**src/rtl/dnn2ami_req_arbiter.sv**
```systemverilog
// Round-robin arbiter with a bounded burst lock that shares one AMI request port between the RD and WR paths.
// Define DNN2AMI_ARB_STATS_EN to add saturating grant/stall statistics counters.
`ifndef AMI_REQUEST_BUS_WIDTH
`define AMI_REQUEST_BUS_WIDTH 64
`endif

module dnn2ami_req_arbiter #(
  parameter  int REQ_W     = `AMI_REQUEST_BUS_WIDTH,
  parameter  int MAX_BURST = 8,
  localparam int CNT_W     = $clog2(MAX_BURST + 1)
) (
  input  logic             clk,
  input  logic             rst,
  input  logic             rd_reqValid,
  input  logic [REQ_W-1:0] rd_reqOut,
  output logic             rd_reqOut_grant,
  input  logic             wr_reqValid,
  input  logic [REQ_W-1:0] wr_reqOut,
  output logic             wr_reqOut_grant,
  output logic             mem_req_valid,
  output logic [REQ_W-1:0] mem_req,
  input  logic             mem_req_ready
`ifdef DNN2AMI_ARB_STATS_EN
  ,
  output logic [31:0]      stat_rd_grants,
  output logic [31:0]      stat_wr_grants,
  output logic [31:0]      stat_stall_cycles
`endif
);

  typedef enum logic {SRC_RD = 1'b0, SRC_WR = 1'b1} src_e;

  localparam logic [CNT_W-1:0] MAX_CNT = CNT_W'(MAX_BURST);

  logic             valid_q, valid_d;
  logic [REQ_W-1:0] req_q, req_d;
  src_e             last_q, last_d;
  logic [CNT_W-1:0] burst_q, burst_d;
  logic             slot_free, gnt_rd, gnt_wr;
  src_e             win;

  always_comb begin
    // NOTE: every variable gets a default before any branch, so no latch can be inferred.
    slot_free = !valid_q || mem_req_ready;
    gnt_rd    = 1'b0;
    gnt_wr    = 1'b0;
    win       = last_q;
    valid_d   = valid_q;
    req_d     = req_q;
    last_d    = last_q;
    burst_d   = burst_q;

    if (!rst && slot_free) begin
      if (rd_reqValid && wr_reqValid) begin
        // A zero count means no burst is in progress (post-reset), so plain round-robin applies.
        if (burst_q != '0 && burst_q < MAX_CNT) win = last_q;
        else                                    win = (last_q == SRC_RD) ? SRC_WR : SRC_RD;
        gnt_rd = (win == SRC_RD);
        gnt_wr = (win == SRC_WR);
      end else begin
        gnt_rd = rd_reqValid;
        gnt_wr = wr_reqValid;
        win    = wr_reqValid ? SRC_WR : SRC_RD;
      end
    end

    if (gnt_rd || gnt_wr) begin
      req_d   = gnt_wr ? wr_reqOut : rd_reqOut;
      valid_d = 1'b1;
      last_d  = win;
      if (win == last_q) burst_d = (burst_q == MAX_CNT) ? burst_q : burst_q + 1'b1;
      else               burst_d = CNT_W'(1);
    end else if (valid_q && mem_req_ready) begin
      valid_d = 1'b0;
    end
  end

  always_ff @(posedge clk) begin
    // NOTE: state registers use non-blocking assignments so every flop samples pre-edge values.
    if (rst) begin
      valid_q <= 1'b0;
      req_q   <= '0;
      last_q  <= SRC_WR;
      burst_q <= '0;
    end else begin
      valid_q <= valid_d;
      req_q   <= req_d;
      last_q  <= last_d;
      burst_q <= burst_d;
    end
  end

  assign rd_reqOut_grant = gnt_rd;
  assign wr_reqOut_grant = gnt_wr;
  assign mem_req_valid   = valid_q;
  assign mem_req         = req_q;

`ifdef DNN2AMI_ARB_STATS_EN
  logic [31:0] stat_rd_q, stat_wr_q, stat_stall_q;

  always_ff @(posedge clk) begin
    if (rst) begin
      stat_rd_q    <= '0;
      stat_wr_q    <= '0;
      stat_stall_q <= '0;
    end else begin
      if (gnt_rd && stat_rd_q != '1) stat_rd_q <= stat_rd_q + 32'd1;
      if (gnt_wr && stat_wr_q != '1) stat_wr_q <= stat_wr_q + 32'd1;
      if (valid_q && !mem_req_ready && stat_stall_q != '1) stat_stall_q <= stat_stall_q + 32'd1;
    end
  end

  assign stat_rd_grants    = stat_rd_q;
  assign stat_wr_grants    = stat_wr_q;
  assign stat_stall_cycles = stat_stall_q;
`endif

endmodule

```
**config.mk**
```make
export PLATFORM = sky130hd
export DESIGN_NAME = dnn2ami_req_arbiter
export DESIGN_NICKNAME = d
export VERILOG_FILES = /design/src/rtl/dnn2ami_req_arbiter.sv
export SDC_FILE = /design/constraint.sdc
export NUM_CORES = 1
export LEC_CHECK = 0
export ABC_AREA = 1
export CAP_MARGIN = 20
export CORE_MARGIN = 2
export CORE_UTILIZATION = 40
export DETAILED_ROUTE_END_ITERATION = 7
export PLACE_DENSITY = 0.85
export SYNTH_ARGS = -nofsm -noshare
export SYNTH_HDL_FRONTEND = slang
export SYNTH_SLANG_ARGS = --single-unit
```
**constraint.sdc**
```tcl
create_clock -name clk -period 1.9 [get_ports clk]
set_input_delay 0.285 -clock clk [delete_from_list [all_inputs] [get_ports clk]]
set_output_delay 0.285 -clock clk [all_outputs]
set_load 0.1 [all_outputs]
```
==> impl_results.md <==
* R2r worst-path depth at 15
* Reg2reg start: burst_q[0]$_SDFFE_PP0P_
* Via density at ~4.8
* Pwr per Cell Area at between 800 and 900 mW/mm2
* GPL Wtd Cong at slightly below 0.8
* Rows at 35
* Distinct cell type count after synthesis at 25
* Actual slew at the worst max-slew pin at about 880 ps
* Yosys reg bits at 70
* Crit path max fanout at 3
* Sequential share of the synthesized area at 36.2%
* Layout cells sized above 1 at 32.7%
* End point of the worst hold path: mem_req_valid$_SDFFE_PP0P_
* Post-DR wirelength/cell at 14.0 um
* # IOs at 200
* Final instance area at just over 0.006 mm2
* Post-DP Area at about 0.0058 mm2
* Drt drc at 0
* Post-Syn Instances at slightly below 500
* Element type at the critical path end: output pin
* Peak supply drop at 0.491 mV
* Gr ovfl total at 0
* Cts bufs inserted at 9
* Diodes inserted at 0
* H-tree levels at 3
* Post-route ant nets at 0
* Reg clk slew, reported paths at 70 ps
* CTS root buf: clkbuf_8
* Final Power at between 0.005 and 0.006 W
* Worst flop-to-flop path endpoint: mem_req[34]$_SDFFE_PP0P_
* CP required at approximately 1600 ps
* Tmin final at 1830 ps
* Final setup fails at 0
* All-layer global routing usage at about a fifth
* RSZ-0062 raised after global routing: true
* Die extent in x at approximately 100 um
* Max-slew violations at 0
* Die footprint at roughly 0.010 mm2
* Syn-to-layout area delta at 60.8%
* Worst slew margin at 41.2%
* Max-Cap Viols at 0
* Detailed Routing Iterations Pass 1 at 4
* Final Util at 66.8%
* Port Buffer Count at approximately 200
* CP Launch Type: register
* First-pass GRT wire length at between 15 and 20 mm
* Clk_lat worst skew at around 330 ps
* Synthesized area per cell at about 8 um2
* Synth Cell Area at 0.00387 mm2
* Post-synth net total at 620
* Initial cell density of the core at between 40% and 50%
* Final Skew at between 10 and 15 ps
* Via count at 3932
* Hold slack at between 400 and 500 ps
* Ys Warns at 0
* Sink Count at 70
* CTS tree: built
* Worst hold start: mem_req_valid$_SDFFE_PP0P_
* Hold WC Path Type: reg -> reg
* Fin nets at between 800 and 900
* Hold path depth at 2
* Leak at 3.02 nW
* Final hold vios at 0
* Post-DP HPWL at between 8 and 9 mm
* Status: completed
* Fmax at approximately 550 MHz
* Die Span Y at 102 um
* Initial DRC count at between 80 and 90
* Setup CP Type: reg -> out
* Core Box Area at between 0.009 and 0.01 mm2
* Initial antenna violation count at 0
* Flop2flop setup slack at ~170 ps
* CTS Buffer Depth at 2
* Largest net degree at the start of global routing at 69
* Vias in the first global route at ~3800
* Wirelength, routed at 11.5 mm
* Crit path DAT at roughly 1600 ps
* Final Cycle Share at a little over nine tenths
cell families after synthesis:
| family | Yosys count | synth area share [%] |
|---|---|---|
| AO/OA/AOI/OAI | 71 | 16.2 |
| XOR/XNOR | 2 | 0.452 |
| adder cells (fa/ha/maj) | 2 | 0.646 |
| buffers and inverters | 113 | 15.2 |
| flip-flops | 70 | 36.2 |
| AND/OR/NAND/NOR | 227 | 31.3 |
area by class of cell:
type	instances	area, um2
fill	776	3100
timing repair buffer	228	2210
multi-input combinational	302	1900
sequential	70	1410
inverter	78	303
tap	129	161
clock buffer	11	141
clock inverter	5	106
layer usage:
| layer | wire length (um) | global-route usage [%] |
|---|---|---|
| met3 | 671 | 4.04 |
| met2 | 5900 | 38.3 |
| met4 | 282 | 6.56 |
| met1 | 4630 | 22.7 |
| met5 | 0 | 0 |
what timing repair did:
item	4_1_cts	5_1_grt
pin swaps	4	3
resized for setup	7	3
cloned	0	3
setup endpoints to repair	2	10
buffers inserted	4	1
hold buffers	0	0
cell usage after synthesis:
cell type | number | share of area (%)
nand4_1 | 1 | 0.16
buf_2 | 18 | 2.3
dfxtp_1 | 70 | 36
o211ai_2 | 21 | 6.8
inv_1 | 69 | 6.7
xnor2_1 | 1 | 0.23
buf_4 | 9 | 1.7
buf_6 | 1 | 0.29
nand3_1 | 50 | 6.5
nor2_1 | 8 | 0.78
nand2_1 | 89 | 8.6
xor2_1 | 1 | 0.23
nand2_2 | 53 | 8.6
ha_1 | 2 | 0.65
inv_2 | 8 | 0.78
inv_4 | 1 | 0.16
nand3_2 | 22 | 5.7
clkbuf_1 | 1 | 0.097
a21oi_1 | 3 | 0.39
buf_12 | 6 | 3.1
o21ai_2 | 1 | 0.23
nor2_2 | 1 | 0.16
o21ai_0 | 1 | 0.13
nand2_4 | 3 | 0.87
o211ai_1 | 45 | 8.7
state kept, by name, summed over array words and instances (netlist names):
signal / count
last_q: 1
mem_req: 64
burst_q: 4
mem_req_valid: 1
critical path, stage by stage (launching register included):
cell and delay (ps):
dfxtp_2 330, inv_2 50, ha_4 150, nand2_4 80
nand2_2 50, nand2_2 90, nand2_4 60, o211ai_1 150
inv_1 90, buf_12 170
stage by stage:
| stage | TNS (ps) | worst slack, ps | std cells |
|---|---|---|---|
| final | 0 | 66.7 | 823 |
| after CTS | 0 | 0.931 | 819 |
| after detailed placement | -46.1 | -19.5 | 799 |
| after global placement | 0 | 19.1 | 799 |
| after floorplan | 0 | 70.6 | 485 |
| after global routing | -51.3 | -51.3 | 823 |
cell usage in the layout, fill, tap and decap left out, types with 3 or more instances in the layout:
cell,Yosys,routed
a21oi_1,3,3
buf_12,6,9
buf_4,9,83
bufinv_16,0,3
clkbuf_16,0,3
clkbuf_8,0,10
clkdlybuf4s50_1,0,132
dfxtp_1,70,67
dfxtp_2,0,3
inv_1,69,67
inv_2,8,9
nand2_1,89,89
nand2_2,53,52
nand2_4,3,4
nand3_1,50,50
nand3_2,22,22
nor2_1,8,8
o211ai_1,45,45
o211ai_2,21,21
worst max path at each step:
stage                                        from  cells past startpoint  slack, ps                       end
final                     burst_q[0]$_SDFFE_PP0P_                      9         70           rd_reqOut_grant
after global routing      burst_q[0]$_SDFFE_PP0P_                      9        -50           rd_reqOut_grant
after CTS                 burst_q[1]$_SDFFE_PP0P_                      9        0.9           rd_reqOut_grant
after detailed placement            mem_req_ready                     12        -20  mem_req[19]$_SDFFE_PP0P_
after global placement              mem_req_ready                     11         20  mem_req[23]$_SDFFE_PP0P_
after floorplan           burst_q[0]$_SDFFE_PP0P_                      7         70           rd_reqOut_grant
power by group:
part	total [W]	internal (W)	switching (W)
Sequential	0.00168	0.00160	0.0000790
Clock	0.00148	0.000912	0.000572
Combinational	0.00209	0.000695	0.00140
Power figures use the tool's default switching activity.
